===== src/rtl/libv_pkg.sv =====
// libv_pkg -- shared helpers for library blocks.
//   LIBV_FF_W : widest vector the find-first helper handles.
//   libv_ff1  : lowest-set-bit search. Callers zero-extend their vector to
//               LIBV_FF_W bits and take back a one-hot value and a binary index.
//               An all-zero input gives oh=0, idx=0.
package libv_pkg;

  localparam int LIBV_FF_W = 64;

  function automatic void libv_ff1(input  logic [LIBV_FF_W-1:0] v,
                                   output logic [LIBV_FF_W-1:0] oh,
                                   output int                   idx);
    oh  = '0;
    idx = 0;
    // The scan runs from the top bit down, so the last hit is the lowest set bit.
    for (int i = LIBV_FF_W - 1; i >= 0; i--) begin
      if (v[i]) begin
        oh    = '0;
        oh[i] = 1'b1;
        idx   = i;
      end
    end
  endfunction

endpackage


===== src/rtl/rr_arbiter_masked_mask.sv =====
// mask -- thermometer mask generator.
//   W : vector width (power of two).
//   x : in  $clog2(W)  mask index.
//   m : out W          m = (1 << x) - 1, so bits below x are set.
module mask #(
  parameter int W = 8
) (
  input  logic [$clog2(W)-1:0] x,
  output logic [W-1:0]         m
);

  for (genvar i = 0; i < W; i++) begin : g_bit
    assign m[i] = (int'(x) > i);
  end

endmodule


===== src/rtl/rr_arbiter_masked.sv =====
// rr_arbiter_masked -- round-robin arbiter with a held valid/ack grant.
//   N       : number of requesters (power of two, >= 2).
//   clk     : in  1            clock.
//   arst_n  : in  1            asynchronous active-low reset.
//   req     : in  N            request vector.
//   ack     : in  1            consumer accepts the presented grant.
//   gnt_vld : out 1            a grant is presented.
//   gnt     : out N            one-hot grant, zero when gnt_vld=0.
//   gnt_idx : out $clog2(N)    index of the granted requester.
// Optional: define RR_ARBITER_MASKED_ASSERT_EN to compile in SVA checks.
module rr_arbiter_masked
  import libv_pkg::*;
#(
  parameter int N = 8
) (
  input  logic                 clk,
  input  logic                 arst_n,
  input  logic [N-1:0]         req,
  input  logic                 ack,
  output logic                 gnt_vld,
  output logic [N-1:0]         gnt,
  output logic [$clog2(N)-1:0] gnt_idx
);

  localparam int IW = $clog2(N);

  typedef logic [N-1:0]  vec_t;
  typedef logic [IW-1:0] idx_t;
  typedef enum logic {IDLE, GRANT} state_e;

  state_e state_q, state_d;
  idx_t   ptr_q, ptr_d;
  vec_t   gnt_q, gnt_d;
  idx_t   idx_q, idx_d;

  logic   accept;
  idx_t   ptr_sel;
  vec_t   m, hi, cand, sel_oh;
  idx_t   sel_idx;

  logic [LIBV_FF_W-1:0] ff_oh;
  int                   ff_idx;
  logic                 unused_ff;

  // On an accepted grant the search starts just past the granted requester
  // in the same edge, so the old ptr must not be used for that re-arbitration.
  // N is a power of two, so the IW-bit add wraps to 0 for free.
  assign accept  = (state_q == GRANT) && ack;
  assign ptr_sel = accept ? idx_q + idx_t'(1) : ptr_q;

  mask #(.W(N)) u_mask (
    .x (ptr_sel),
    .m (m)
  );

  // Requests at or above the pointer win; otherwise wrap to the lowest request.
  assign hi   = req & ~m;
  assign cand = (|hi) ? hi : req;

  always_comb begin
    libv_ff1(LIBV_FF_W'(cand), ff_oh, ff_idx);
    sel_oh  = ff_oh[N-1:0];
    sel_idx = idx_t'(ff_idx);
  end

  // Upper search bits are always zero for an N-bit candidate.
  assign unused_ff = ^{ff_oh, ff_idx};

  always_comb begin
    state_d = state_q;
    ptr_d   = ptr_q;
    gnt_d   = gnt_q;
    idx_d   = idx_q;
    case (state_q)
      IDLE: begin
        if (|req) begin
          gnt_d   = sel_oh;
          idx_d   = sel_idx;
          state_d = GRANT;
        end
      end
      GRANT: begin
        if (ack) begin
          ptr_d = ptr_sel;
          if (|req) begin
            gnt_d = sel_oh;
            idx_d = sel_idx;
          end else begin
            gnt_d   = '0;
            idx_d   = '0;
            state_d = IDLE;
          end
        end
      end
      default: state_d = IDLE;
    endcase
  end

  always_ff @(posedge clk or negedge arst_n) begin
    if (!arst_n) begin
      state_q <= IDLE;
      ptr_q   <= '0;
      gnt_q   <= '0;
      idx_q   <= '0;
    end else begin
      state_q <= state_d;
      ptr_q   <= ptr_d;
      gnt_q   <= gnt_d;
      idx_q   <= idx_d;
    end
  end

  assign gnt_vld = (state_q == GRANT);
  assign gnt     = gnt_q;
  assign gnt_idx = idx_q;

`ifdef RR_ARBITER_MASKED_ASSERT_EN
  if ((N < 2) || ((N & (N - 1)) != 0)) begin : g_bad_n
    $error("rr_arbiter_masked: N must be a power of two >= 2");
  end

  a_onehot: assert property (@(posedge clk) disable iff (!arst_n)
    gnt_vld ? $onehot(gnt) : (gnt == '0));

  a_stable: assert property (@(posedge clk) disable iff (!arst_n)
    (gnt_vld && !ack) |=> ($stable(gnt) && $stable(gnt_idx)));

  a_idx: assert property (@(posedge clk) disable iff (!arst_n)
    gnt_vld |-> gnt[gnt_idx]);
`endif

endmodule


===== config.mk =====
export PLATFORM = sky130hd
export DESIGN_NAME = rr_arbiter_masked
export DESIGN_NICKNAME = d
export VERILOG_FILES = /design/src/rtl/libv_pkg.sv /design/src/rtl/rr_arbiter_masked_mask.sv /design/src/rtl/rr_arbiter_masked.sv
export SDC_FILE = /design/constraint.sdc
export NUM_CORES = 1
export LEC_CHECK = 0
export BUFFER_PORTS_ARGS = -buffer_cell sky130_fd_sc_hd__buf_2
export CAP_MARGIN = 10
export CORE_MARGIN = 3
export CORE_UTILIZATION = 55
export CTS_BUF_LIST = sky130_fd_sc_hd__clkbuf_8
export CTS_CLUSTER_SIZE = 16
export DETAILED_ROUTE_END_ITERATION = 10
export PLACE_DENSITY = 0.8
export SYNTH_ARGS = -nofsm -noshare
export SYNTH_HDL_FRONTEND = slang
export SYNTH_SLANG_ARGS = --single-unit

===== constraint.sdc =====
create_clock -name clk -period 5.8 [get_ports clk]
set_input_delay 0.87 -clock clk [delete_from_list [all_inputs] [get_ports clk]]
set_output_delay 0.87 -clock clk [all_outputs]
set_load 0.02 [all_outputs]

[Word-level counts from Yosys, hierarchy flattened]
Cells that the tools add are included.
Word-level totals
  word-level logic and storage cells: 51
  flip-flop bits (word level): 15
  output and inout port bits: 12
  bits of input ports: 11
Operators by class
  bitwise logic cells: 3
  reduce and logical (&&, ||, !) cells: 5
  equal/unequal tests: 2
  add/subtract/negate cells: 1
  mux-type cells: 29
  $lt $le $gt $ge: 7
Operator list (count)
  two-way mux 8 bit: 12
  two-way mux 3 bit: 12
  one-hot mux 8 bit (2 select lines): 1
  OR reduction 8 bit: 2
  greater-than comparator 3 bit (second input constant): 3
  AND 8 bit: 1
  inverter 7 -> 8 bit: 1
  greater-than comparator 3 x 1 -> 1 bit (second input constant): 2
  greater-than comparator 3 x 2 -> 1 bit (second input constant): 2
  one-hot mux 3 bit (2 select lines): 1
  != test 2 bit (second input constant): 2
  AND reduction 2 bit: 2
  adder 3 x 1 -> 3 bit (second input constant): 1
  two-way mux 1 bit: 2
  one-hot mux 1 bit (2 select lines): 1
  logical AND 1 bit: 1
  inverter 1 bit: 1

[Longest topological paths before layout]
Gate-level depths: netlist of run 1.
  word-level depth: 18
  mapped depth: 8
  gate-level depth less buffers: 8

[Cells and area by module]
Synthesis of run 1 repeated with hierarchy kept, for this count alone.
Second synthesis, totals
  cells, all modules: 107
  area total of the unflattened synthesis: 1002.2 µm²
Modules (own cells, without submodules)
  rr_arbiter_masked: area an instance 943.4 µm², cells each 98, times used 1
  mask: area an instance 58.8 µm², cells each 9, times used 1

[Worst setup path before layout of run 1]
No wires, ideal clock.
  path kind: input to register
  start: in ack
  end: reg idx_q[0] (netlist: gnt_idx[0])
  required time: 5.666 ns
  arrival time: 2.422 ns
  library setup time: 0.134 ns
  cell stages on the path: 7
  setup slack: 3.243 ns
  cells stage by stage: buf_4 -> nand2_1 -> or4_4 -> a22oi_4 -> a31oi_1 -> a311oi_1 -> o211ai_1
Between the ends
  cells in the longest elaborated chain, start to end: 18
  elaborated cells on any way between the ends: 27
  classes of those cells: order compare (7); eq/ne (1); mux (14); bitwise (2); reduce/logical (3)
Ends and longest elaborated chain
  start, declared: RTL line rr_arbiter_masked.sv:19  | input logic ack,
  logical AND 1 bit: RTL line rr_arbiter_masked.sv:48  | assign accept = (state_q == GRANT) && ack;
  two-way mux 3 bit: RTL line rr_arbiter_masked.sv:49  | assign ptr_sel = accept ? idx_q + idx_t'(1) : ptr_q;
  greater-than comparator 3 x 1 -> 1 bit, or another cell as far along: RTL line rr_arbiter_masked_mask.sv:13  | assign m[i] = (int'(x) > i);
  inverter 7 -> 8 bit: RTL line rr_arbiter_masked.sv:57  | assign hi = req & ~m;
  AND 8 bit: RTL line rr_arbiter_masked.sv:57
  OR reduction 8 bit: RTL line rr_arbiter_masked.sv:58  | assign cand = (|hi) ? hi : req;
  two-way mux 8 bit: RTL line rr_arbiter_masked.sv:58
  two-way mux 3 bit (8 in a row): RTL line libv_pkg.sv:17  | if (v[i]) begin
  two-way mux 3 bit: RTL line rr_arbiter_masked.sv:85  | if (|req) begin
  two-way mux 3 bit: RTL line rr_arbiter_masked.sv:83  | if (ack) begin
  one-hot mux 3 bit (2 select lines): RTL line rr_arbiter_masked.sv:74  | case (state_q)
  end signal, assigned: RTL line rr_arbiter_masked.sv:109  | idx_q <= idx_d;
  end, declared: RTL line rr_arbiter_masked.sv:34  | idx_t idx_q, idx_d;
Parallel ways exist; a longest one is shown, timed or not. The select of a mux whose other input is x is not followed.
A chain may end at the register's enable or synchronous reset.

[Final worst setup path of run 1]
  start: reg idx_q[0] (netlist: gnt_idx[0])
  end: reg gnt_q[7] (netlist: gnt[7])
Between the ends
  cells in the longest elaborated chain, start to end: 18
  elaborated cells on any way between the ends: 25
  classes of those cells: add/sub (1); order compare (7); mux (14); bitwise (2); reduce/logical (1)
Ends and longest elaborated chain
  adder 3 x 1 -> 3 bit *: RTL line rr_arbiter_masked.sv:49
  two-way mux 3 bit *: RTL line rr_arbiter_masked.sv:49
  greater-than comparator 3 x 1 -> 1 bit, or another cell as far along: RTL line rr_arbiter_masked_mask.sv:13
  inverter 7 -> 8 bit *: RTL line rr_arbiter_masked.sv:57
  AND 8 bit *: RTL line rr_arbiter_masked.sv:57
  OR reduction 8 bit: RTL line rr_arbiter_masked.sv:58
  two-way mux 8 bit *: RTL line rr_arbiter_masked.sv:58
  two-way mux 8 bit (7 in a row): RTL line libv_pkg.sv:17
  two-way mux 8 bit *: RTL line libv_pkg.sv:17
  two-way mux 8 bit: RTL line rr_arbiter_masked.sv:85
  two-way mux 8 bit: RTL line rr_arbiter_masked.sv:83
  one-hot mux 8 bit (2 select lines) *: RTL line rr_arbiter_masked.sv:74
  end signal, assigned: RTL line rr_arbiter_masked.sv:108  | gnt_q <= gnt_d;
  end, declared: RTL line rr_arbiter_masked.sv:33  | vec_t gnt_q, gnt_d;
Mark *: on every way between the ends. The rest lies on a longest branch, timed or not. The select of a mux whose other input is x is not followed.

==> summary.txt, run 1 <==
STA
  – Period utilization: between 40% and 50%
  – Hold_ws: 0.479 ns
  – Max-slew headroom: 30.8%
  – Fmax: 385 MHz
  – Hold Fails Final Rpt: 0
  – Final slew viol count: 0
  – Final TNS setup: 0 ns
  – Worst-Margin Slew: 1.03 ns
  – Skew final: approximately 0.0011 ns
  – Final setup vio count: 0
  – Tmin final: 2.60 ns
  – RSZ-0062 raised after global routing: false

Routing
  – Vias per inst: 6.45
  – DR WL/cell: ~17 um
  – Drt total wl: ~2.9 mm
  – DR vias: 1,097
  – Initial DRT Pass Iterations: 4
  – 1st-iter DRT viols: 47
  – Final ANT Viol Nets: 0
  – DRC errors left: 0

Floorplanning
  – Die Y: 51.6 um
  – Io pins: 23
  – Starting Density: ~62%
  – Core Footprint: 0.00184 mm2
  – Die area: ~0.0027 mm2
  – Cell Rows: 15
  – Die X: 51.6 um

Synthesis
  – Top-area cell type share of the netlist area: between 30% and 40%
  – Seq/Total Area, Yosys: 32.9%
  – Synth area leaders: dfrtp_1 33%, nand2_1 4.6%, inv_1 3.3%, a31oi_1 2.7%, o311ai_4 2.3%
  – Async S/R FF share, synth: 100%
  – Netlist cell types: 55
  – Syn nets: approximately 130
  – Yosys top cell by area: dfrtp_1
  – Primary FF master, synth: dfrtp_1
  – Cells after Synth: between 100 and 150
  – Post-synth EDFFs: 0
  – Avg Cell Area, Syn: 9.44 um2
  – Synthesized area: 0.00114 mm2
  – Ys Warns: 0
  – Post-synthesis register bit count: 15

Global route
  – GRT Total Usage: between 20 and 30%
  – Gr busiest metal: met2
  – Number of global-route vias before repair: 1,036
  – Remaining Overflow, GRT: 0
  – Met2 Track Usage GR: 39.4%
  – Global-route wire length before repair: 5.03 mm
  – Routing usage on met1: 36.9%
  – Met3 Usage GRT: 3.44%
  – Largest net degree at the start of global routing: 16
  – Initial antenna violation count: 0

Critical path
  – CP arrival: 2.73 ns
  – CP Capture Type: register
  – Worst EP required: roughly 5.9 ns
  – Type of origin of the critical path: register
  – Worst-path fanout max: 8
  – CP Class: register to register

Min path
  – Tightest Hold Check Type: register to register

Layout
  – Most frequent cells in the layout: 22 x buf_2, 15 x dfrtp_1, 14 x nand2_1, 11 x inv_1, 6 x nor2_1
  – Net count reported at finish: 158
  – Antenna fix cells: 0
  – Commonest non-fill, non-tap cell in the layout: buf_2
  – Layout cell share with drive strength beyond 1: 29.7%
  – Number of fill cells: 166
  – Reg area: 375 um2
  – Area occupied by multi-input gates: 707 um2
  – Area growth, synth to finish: 14.7%

Clocking
  – CTS buffer count: 3
  – Post-CTS setup buffers: 0
  – Latest clock arrival within the worst-skew pair: 0.25 ns
  – CTS tree: done
  – Post_cts resized: 0
  – Clock sink count: 15
  – Clk root buf: clkbuf_8
  – Clk slew on worst S/H paths: approximately 0.06 ns
  – Max clock buf depth: 2
  – H-tree depth: 1
  – Post-CTS Hold Fix Bufs: 0

Job
  – MaxCap Viol Count: 0

Power
  – Peak VDD IR: 0.287 mV
  – Pwr dens: 489 mW/mm2
  – Leakage: 0.593 nW

Place
  – DP Wirelength: 2.25 mm
  – Placer Congestion: 0.902
  – PortBufs: 22

Run status
  – Status: complete, no violations
## cell families (layout without fill, tap and decap cells)
family	count (synthesis)	count (layout)	synth area share, %
adder cells (fa/ha/maj)	1	1	1.10
flip-flops	15	15	32.9
buffers and inverters	13	37	5.26
XOR/XNOR	2	2	1.53
multiplexers	1	1	0.876
AO/OA/AOI/OAI	48	48	38.2
AND/OR/NAND/NOR	41	41	20.2
## power breakdown
| part | switching [W] | total [W] | internal, W |
|---|---|---|---|
| Sequential | 0.0000417 | 0.000185 | 0.000143 |
| Clock | 0.0000349 | 0.0000818 | 0.0000469 |
| Combinational | 0.000238 | 0.000375 | 0.000136 |
| Total | 0.000315 | 0.000641 | 0.000326 |
## layer usage
metal | part of all wire (%) | vias to the layer above
li1 | - | 514
met1 | 47 | 524
met2 | 46 | 52
met3 | 5.4 | 7
met4 | 1.8 | 0
met5 | 0 | -
## critical path: stages, from the launching register on
cell and delay (ns):
dfrtp_1 0.46, ha_1 0.28, xor2_1 0.23, a211oi_1 0.36
o21ai_2 0.19, a41oi_2 0.37, nand3_4 0.17, o41ai_1 0.42
## final cells by class
type                       count  area share, %
sequential                    15           28.7
clock buffer                   3           3.15
multi-input combinational     93           54.0
clock inverter                 1          0.287
tap                           25           2.39
inverter                      11           3.15
timing repair buffer          22           8.40
## metrics by stage
step	instances	area [um2]	setup slack [ns]	util (%)	power, W
finish	170	1310	3.20	71.2	0.000641
global route	170	1310	3.03	71.2	0.000693
CTS	170	1310	3.22	71.2	0.000640
detailed placement	166	1260	3.00	68.8	0.000552
global placement	166	1260	3.09	68.8	0.000543
floorplan	121	1140	3.24	-	0.000456
## synth_stat cells, types with 3 or more instances
master    number
a21oi_1        3
a31oi_1        5
dfrtp_1       15
inv_1         10
nand2_1       14
nand2b_1       3
nand3_1        4
nor2_1         6
o211ai_1       3
o21ai_0        3
o21ai_1        3
## worst paths after layout
| check | from | to | slack, ns | depth (start not counted) |
|---|---|---|---|---|
| worst max-delay path | gnt_idx[0] | gnt[7] | 3.20 | 7 |
| worst min-delay path | gnt[6] | gnt[6] | 0.48 | 2 |
| worst max register to register | gnt_idx[0] | gnt[7] | 3.20 | 7 |
| worst min register to register | gnt[6] | gnt[6] | 0.48 | 2 |
| max in group asynchronous | arst_n | gnt_idx[2] | 5.03 | 1 |
| min in group asynchronous | arst_n | gnt[3] | 0.52 | 1 |
## flip-flops by register name, indices dropped and copies added, names as in the netlist
register	flops
gnt_vld	1
gnt_idx	3
ptr_q	3
gnt	8
Note: power is estimated with default switching activity, not from simulation.
==> inputs of run 2 (changes only) <==
- CORE_UTILIZATION: 55 -> 51
- PLACE_DENSITY: 0.8 -> 0.78
- clock period: 5.8 -> 2.3 ns (I/O delays scaled with it)
==> run 2 against run 1 <==
Net effect: final area increased by 25%; via count up 21%; the flow now finishes with violations (setup timing); clock skew is essentially flat; largest power group unchanged; count of clock-buffer cells in the layout unchanged.
==> summary.txt, run 2 (synthesis gave the netlist of run 1 again) <==
Global route
  – Initial antenna violation count: 0 (unchanged)
  – Remaining Overflow, GRT: 0 (unchanged)
  – GRT Total Usage: 27.3% (was 25.5%)
  – Global-route wire length before repair: 5.58 mm (was 5.03 mm)
  – Largest net degree at the start of global routing: 16 (unchanged)
  – Number of global-route vias before repair: 1,153 (was 1,036)

Floorplanning
  – Die Y: 53.3 um (was 51.6 um)
  – Die area: 0.00284 mm2 (was 0.00266 mm2)
  – Starting Density: 55.9% (was 62.1%)
  – Cell Rows: 16 (was 15)
  – Io pins: 23 (unchanged)
  – Core Footprint: 0.00204 mm2 (was 0.00184 mm2)
  – Die X: 53.3 um (was 51.6 um)

STA
  – Final setup vio count: 7 (was 0)
  – Period utilization: 102% (was 44.8%)
  – Worst-Margin Slew: 0.467 ns (was 1.03 ns)
  – Final WS setup: -0.0497 ns (was 3.20 ns)
  – RSZ-0062 raised after global routing: true (was false)
  – Max-slew headroom: 68.5% (was 30.8%)
  – Skew final: 0.000844 ns (was 0.00109 ns)
  – Tmin final: 2.35 ns (was 2.60 ns)
  – Hold Fails Final Rpt: 0 (unchanged)
  – Final TNS setup: -0.173 ns (was 0 ns)
  – Final slew viol count: 0 (unchanged)
  – Fmax: 426 MHz (was 385 MHz)

Min path
  – Worst Hold Launch: req[6] (was gnt[6])
  – Hold path depth: 3 (was 2)
  – Hold path endpoint: gnt[7] (was gnt[6])
  – Tightest Hold Check Type: primary input to register (was register to register)

Critical path
  – Type of origin of the critical path: register (unchanged)
  – Worst-path fanout max: 5 (was 8)
  – CP Class: register to register (unchanged)
  – R2R depth: 7 (unchanged)
  – Worst EP required: 2.44 ns (was 5.93 ns)
  – R2R setup slack: -0.05 ns (was 3.20 ns)
  – CP Capture Type: register (unchanged)
  – Crit path launch: gnt_idx[1] (was gnt_idx[0])
  – CP arrival: 2.49 ns (was 2.73 ns)
  – Worst r2r dst: gnt_idx[0] (was gnt[7])
  – Worst reg2reg startpoint: gnt_idx[1] (was gnt_idx[0])

Power
  – Pwr dens: 1330 mW/mm2 (was 489 mW/mm2)
  – Peak VDD IR: 0.817 mV (was 0.287 mV)
  – Leakage: 0.719 nW (was 0.593 nW)

Place
  – DP Wirelength: 2.44 mm (was 2.25 mm)
  – Dpl ws: -0.0398 ns (was 3.00 ns)
  – Placer Congestion: 1.02 (was 0.902)
  – PortBufs: 22 (unchanged)

Routing
  – DR vias: 1,328 (was 1,097)
  – 1st-iter DRT viols: 68 (was 47)
  – Initial DRT Pass Iterations: 4 (unchanged)
  – Vias per inst: 6.99 (was 6.45)
  – DR WL/cell: 21.8 um (was 17.3 um)
  – Drt total wl: 4.15 mm (was 2.94 mm)
  – DRC errors left: 0 (unchanged)
  – Final ANT Viol Nets: 0 (unchanged)

Layout
  – Number of fill cells: 135 (was 166)
  – Layout cell share with drive strength beyond 1: 47.9% (was 29.7%)
  – Largest register FFs: 8 (unchanged)
  – Area growth, synth to finish: 43.4% (was 14.7%)
  – Most frequent cells in the layout: 22 x buf_2, 14 x nand2_1, 14 x dfrtp_1, 13 x buf_4, 10 x inv_1 (was 22 x buf_2, 15 x dfrtp_1, 14 x nand2_1, 11 x inv_1, 6 x nor2_1)
  – Net count reported at finish: 176 (was 158)
  – Area occupied by multi-input gates: 877 um2 (was 707 um2)
  – Commonest non-fill, non-tap cell in the layout: buf_2 (unchanged)
  – Antenna fix cells: 0 (unchanged)
  – Reg area: 377 um2 (was 375 um2)
  – Final Core Density: 80.2% (was 71.2%)

Job
  – MaxCap Viol Count: 0 (unchanged)

Clocking
  – Max clock buf depth: 2 (unchanged)
  – Clock sink count: 15 (unchanged)
  – Clk slew on worst S/H paths: 0.07 ns (was 0.06 ns)
  – H-tree depth: 1 (unchanged)
  – Clk root buf: clkbuf_8 (unchanged)
  – CTS tree: done (unchanged)
  – Latest clock arrival within the worst-skew pair: 0.26 ns (was 0.25 ns)
  – CTS buffer count: 3 (unchanged)

Run status
  – Failing checks: setup timing
  – Status: finished, violations left (was complete, no violations)
-- run 2: cell types whose count changed in the layout (fill, tap and decap cells not counted), moves of 2 or more --
cell      delta
o41ai_2      +2
o31ai_1      -2
a311oi_1     -2
o41ai_1      -2
o21ai_1      -2
buf_4       +13
buf_6        +2
a311oi_2     +2
-- run 2: worst max-delay path, stage by stage, from the launching register on --
cell and delay (ns):
dfrtp_1 0.42, ha_4 0.30, nand2b_4 0.06, or4_4 0.52, a22oi_4 0.33, a31oi_2 0.17
a311oi_2 0.30, o211ai_1 0.12
-- run 2: layer usage --
| layer | share of wire [%] | vias to the layer above | track usage, % |
|---|---|---|---|
| met2 | 48 | 101 | 44.3 |
| met1 | 40 | 652 | 36.3 |
| met3 | 9.7 | 16 | 3.66 |
| met4 | 2.3 | 0 | 10.2 |
| met5 | 0 | - | 0 |
| li1 | - | 559 | - |
-- run 2: area by class of cell --
type,count,share of cell area [%]
Clock inverter,1,0.458
Clock buffer,3,2.52
Multi-Input combinational cell,94,53.6
Inverter,11,2.52
Timing Repair Buffer,39,15.9
Tap cell,27,2.06
Sequential cell,15,23.0
-- run 2: worst max-delay path by stage --
stage                 end  slack [ns]  cells past startpoint
6_report       gnt_idx[0]       -0.05                      7
5_1_grt            gnt[7]       -0.14                      6
4_1_cts        gnt_idx[0]      0.0009                      7
3_5_place_dp   gnt_idx[0]       -0.04                      7
3_3_place_gp   gnt_idx[0]       0.002                      7
2_1_floorplan  gnt_idx[0]        0.02                      7
-- run 2: report_power, final --
group | leakage, nW | internal (W) | total, W | switching, W
combinational | 0.508 | 0.000620 | 0.00146 | 0.000843
sequential | 0.189 | 0.000362 | 0.000474 | 0.000112
clock | 0.0217 | 0.000122 | 0.000241 | 0.000118
total | 0.719 | 0.00110 | 0.00218 | 0.00107
-- run 2: metrics by stage --
stage | hold WS, ns | total power (W) | instance area (um2) | std cells
3_3_place_gp | 0.263 | 0.00151 | 1370 | 180
4_1_cts | 0.407 | 0.00185 | 1500 | 187
2_1_floorplan | 0.0494 | 0.00116 | 1150 | 121
3_5_place_dp | 0.272 | 0.00154 | 1370 | 180
5_1_grt | 0.428 | 0.00225 | 1640 | 190
6_report | 0.404 | 0.00218 | 1640 | 190
-- run 2: what timing repair did --
action,CTS,global route
hold buffers,1,0
endpoints found under the setup margin,9,11
hold endpoints to repair,13,0
buffers inserted,1,3
gates cloned,1,0
resized for setup,5,19
pin swaps,2,11
==> inputs of run 3 (changes only) <==
- CORE_UTILIZATION: 51 -> 50
- CTS_CLUSTER_SIZE: 16 -> default
- GPL_ROUTABILITY_DRIVEN: default -> 0
- SYNTH_HIERARCHICAL: default -> 1
==> run 3 against run 2 <==
Net effect: the run still ends with setup timing left; critical path depth rose by 4; register-to-register slack got worse by 0.25 ns; worst setup slack got worse by 0.25 ns; area after synthesis down 12%; sequential share of layout area grew 0.94 points; combinational power is essentially flat; via count is 12% lower; clock skew up 0.0059 ns; sequential power shrank 9.5%; critical endpoint is now gnt[3]; largest cell class unchanged.
==> summary.txt, run 3 <==
Run status
  – Status: finished, violations left (unchanged)
  – Failing checks: setup timing (unchanged)

Routing
  – DR vias: 1,174 (was 1,328)
  – Drt total wl: 3.81 mm (was 4.15 mm)
  – DR WL/cell: 20.7 um (was 21.8 um)
  – Vias per inst: 6.38 (was 6.99)
  – DRC errors left: 0 (unchanged)
  – Initial DRT Pass Iterations: 5 (was 4)
  – 1st-iter DRT viols: 98 (was 68)
  – Final ANT Viol Nets: 0 (unchanged)

Power
  – Power Total: 0.00215 W (was 0.00218 W)
  – Switch share: 43.8% (was 49.3%)
  – Sequential Power Share: 20.0% (was 21.8%)
  – Pwr dens: 1360 mW/mm2 (was 1330 mW/mm2)
  – Switching power: 0.000941 W (was 0.00107 W)
  – Leakage: 0.721 nW (was 0.719 nW)
  – P_int: 0.00121 W (was 0.00110 W)
  – Peak VDD IR: 1.25 mV (was 0.817 mV)
  – Clk pwr share: 10.9% (was 11.1%)
  – Logic pwr share: 69.2% (was 67.2%)

Critical path
  – Slowest stage cell, crit path: dfrtp_2 (was or4_4)
  – Cells along the critical path: ha_4 -> mux2_4 -> buf_4 -> a21o_4 -> nand2b_4 -> o2111ai_4 -> o21ai_2 -> a221oi_4 -> buf_4 -> buf_6 -> a32o_1 (was ha_4 -> nand2b_4 -> or4_4 -> a22oi_4 -> a31oi_2 -> a311oi_2 -> o211ai_1)
  – Top cell by count, worst path: buf_4
  – Worst r2r dst: gnt[3] (was gnt_idx[0])
  – Cell family with most CP delay: compound AO/OA/AOI/OAI gates (unchanged)
  – CP max stage delay: 0.43 ns (was 0.52 ns)
  – Buffers and inverters on the worst path: 3 (was 0)
  – Type of origin of the critical path: register (unchanged)
  – Worst-path fanout max: 5 (unchanged)
  – CP Class: register to register (unchanged)
  – CP Capture Type: register (unchanged)
  – CP arrival: 2.79 ns (was 2.49 ns)
  – Worst EP required: 2.49 ns (was 2.44 ns)
  – Worst reg2reg startpoint: gnt_idx[1] (unchanged)
  – R2R setup slack: -0.30 ns (was -0.05 ns)
  – R2R depth: 11 (was 7)

Layout
  – Commonest non-fill, non-tap cell in the layout: buf_4 (was buf_2)
  – Most frequent cells in the layout: 23 x buf_4, 22 x buf_2, 15 x nand2_1, 12 x dfrtp_1, 7 x inv_1 (was 22 x buf_2, 14 x nand2_1, 14 x dfrtp_1, 13 x buf_4, 10 x inv_1)
  – Layout cell share with drive strength beyond 1: 56.0% (was 47.9%)
  – Antenna fix cells: 0 (unchanged)
  – Area growth, synth to finish: 58.1% (was 43.4%)
  – Net count reported at finish: 172 (was 176)
  – Largest register FFs: 8 (unchanged)
  – Non-filler cells, final: 184 (was 190)
  – Number of fill cells: 92 (was 135)
  – Final instance area: 0.00158 mm2 (was 0.00164 mm2)
  – Final Core Density: 87.9% (was 80.2%)

Job
  – MaxCap Viol Count: 0 (unchanged)

Min path
  – Tightest Hold Check Type: primary input to register (unchanged)
  – Hold path endpoint: gnt_vld (was gnt[7])
  – Hold path depth: 3 (unchanged)
  – Worst Hold Launch: ack (was req[6])

Synthesis
  – Synthesized area: 0.00100 mm2 (was 0.00114 mm2)
  – Avg Cell Area, Syn: 9.37 um2 (was 9.44 um2)
  – Syn nets: 119 (was 133)
  – Cells after Synth: 107 (was 121)
  – Most instantiated library cell after synthesis: nand2_1 (was dfrtp_1)
  – Yosys top cell by area: dfrtp_1 (unchanged)
  – Netlist cell types: 43 (was 55)
  – Seq/Total Area, Yosys: 37.5% (was 32.9%)
  – Post-synthesis register bit count: 15 (unchanged)
  – Ys Warns: 6 (was 0)
  – Async S/R FF share, synth: 100% (unchanged)
  – Primary FF master, synth: dfrtp_1 (unchanged)
  – Post-synth EDFFs: 0 (unchanged)
  – Synth area leaders: dfrtp_1 37%, nand2_1 6.0%, nand2b_1 5.0%, o21ai_0 5.0%, a32o_1 3.0% (was dfrtp_1 33%, nand2_1 4.6%, inv_1 3.3%, a31oi_1 2.7%, o311ai_4 2.3%)
  – Top-area cell type share of the netlist area: 37.5% (was 32.9%)
  – Synth top cells by count: 16 x nand2_1, 15 x dfrtp_1, 10 x o21ai_0 (was 15 x dfrtp_1, 14 x nand2_1, 10 x inv_1)

STA
  – Final slew viol count: 0 (unchanged)
  – RSZ-0062 raised after global routing: true (unchanged)
  – Hold Fails Final Rpt: 0 (unchanged)
  – Max-slew headroom: 62.5% (was 68.5%)
  – Worst-Margin Slew: 0.556 ns (was 0.467 ns)
  – Final WS setup: -0.298 ns (was -0.0497 ns)
  – Fmax: 385 MHz (was 426 MHz)
  – Final setup vio count: 11 (was 7)
  – Tmin final: 2.60 ns (was 2.35 ns)
  – Skew final: 0.00677 ns (was 0.000844 ns)
  – Final TNS setup: -2.54 ns (was -0.173 ns)
  – Period utilization: 113% (was 102%)

Place
  – Placement Cell Area: 0.00133 mm2 (was 0.00137 mm2)
  – PortBufs: 22 (unchanged)
  – Placed cells: 173 (was 180)
  – DP Wirelength: 2.21 mm (was 2.44 mm)

Global route
  – Number of global-route vias before repair: 1,151 (was 1,153)
  – Initial antenna violation count: 0 (unchanged)
  – Largest net degree at the start of global routing: 16 (unchanged)
  – GRT Total Usage: 28.3% (was 27.3%)
  – Remaining Overflow, GRT: 0 (unchanged)
  – Global-route wire length before repair: 5.36 mm (was 5.58 mm)

Floorplanning
  – Cell Rows: 15 (was 16)
  – Starting Density: 55.6% (was 55.9%)
  – Die X: 50.8 um (was 53.3 um)
  – Io pins: 23 (unchanged)
  – Core Footprint: 0.00180 mm2 (was 0.00204 mm2)
  – Die area: 0.00258 mm2 (was 0.00284 mm2)
  – Die Y: 50.8 um (was 53.3 um)

Clocking
  – CTS tree: done (unchanged)
  – Latest clock arrival within the worst-skew pair: 0.26 ns (about the same)
  – CTS buffer count: 3 (unchanged)
  – Clk slew on worst S/H paths: 0.07 ns (about the same)
  – Clk root buf: clkbuf_8 (unchanged)
  – Max clock buf depth: 2 (unchanged)
  – Clock sink count: 15 (unchanged)
  – H-tree depth: 1 (unchanged)
-- run 3: worst max path at each step --
stage	from	endpoint	slack, ns	cells after the start
4_1_cts	gnt_idx[1]	gnt_idx[1]	-0.21	9
3_5_place_dp	gnt_idx[1]	gnt[7]	-0.25	8
2_1_floorplan	gnt_idx[1]	gnt[7]	-0.23	8
5_1_grt	gnt_idx[1]	gnt[7]	-0.38	10
6_report	gnt_idx[1]	gnt[3]	-0.30	11
3_3_place_gp	gnt_idx[1]	gnt_idx[1]	-0.19	8
-- run 3: logic make-up after synthesis --
logic type | synth area share, %
buf+inv | 4.12
other cells | 0.374
simple gates | 19.0
fa+ha+maj | 1.25
xor+xnor | 0.874
compound gates | 34.7
flops | 37.5
mux | 2.25
-- run 3: power by group through the flow --
stage	clock network [W]	logic (W)	registers, W
after floorplan	0	0.000562	0.000504
after global placement	0	0.00106	0.000412
after detailed placement	0	0.00108	0.000422
after CTS	0.000224	0.00128	0.000421
after global routing	0.000246	0.00154	0.000439
final	0.000233	0.00149	0.000429
-- run 3: what timing repair did --
action | 4_1_cts | 5_1_grt
gates resized for setup | 22 | 11
setup buffers | 4 | 2
hold buffers | 1 | 0
setup endpoints to repair | 11 | 11
pin swaps | 9 | 4
endpoints found under the hold margin | 2 | 0
-- run 3: layout make-up --
| class | count | area, um2 | area share, % |
|---|---|---|---|
| clock buffer | 3 | 41.3 | 2.61 |
| clock inverter | 1 | 7.51 | 0.474 |
| inverter | 8 | 30.0 | 1.90 |
| multi-input combinational | 82 | 757 | 47.8 |
| sequential | 15 | 379 | 23.9 |
| tap | 25 | 31.3 | 1.97 |
| timing repair buffer | 50 | 338 | 21.3 |
-- run 3: routing by layer --
layer,wire length [um],share of wire [%],vias to the layer above,track usage (%)
li1,-,-,498,-
met1,1330,35,560,32.5
met2,1950,51,95,53.5
met3,386,10,21,2.67
met4,139,3.7,0,10.3
met5,0,0,-,0
-- run 3: metrics by stage --
| stage | hold WS (ns) | setup slack (ns) |
|---|---|---|
| after floorplan | 0.0494 | -0.226 |
| after global placement | 0.262 | -0.188 |
| after detailed placement | 0.269 | -0.249 |
| after CTS | 0.412 | -0.208 |
| after global routing | 0.474 | -0.378 |
| final | 0.448 | -0.298 |
-- run 3: worst min-delay path, cell delays in order --
cell      delay (ns)
buf_2           0.11
nand2b_1        0.14
nand2_1         0.06
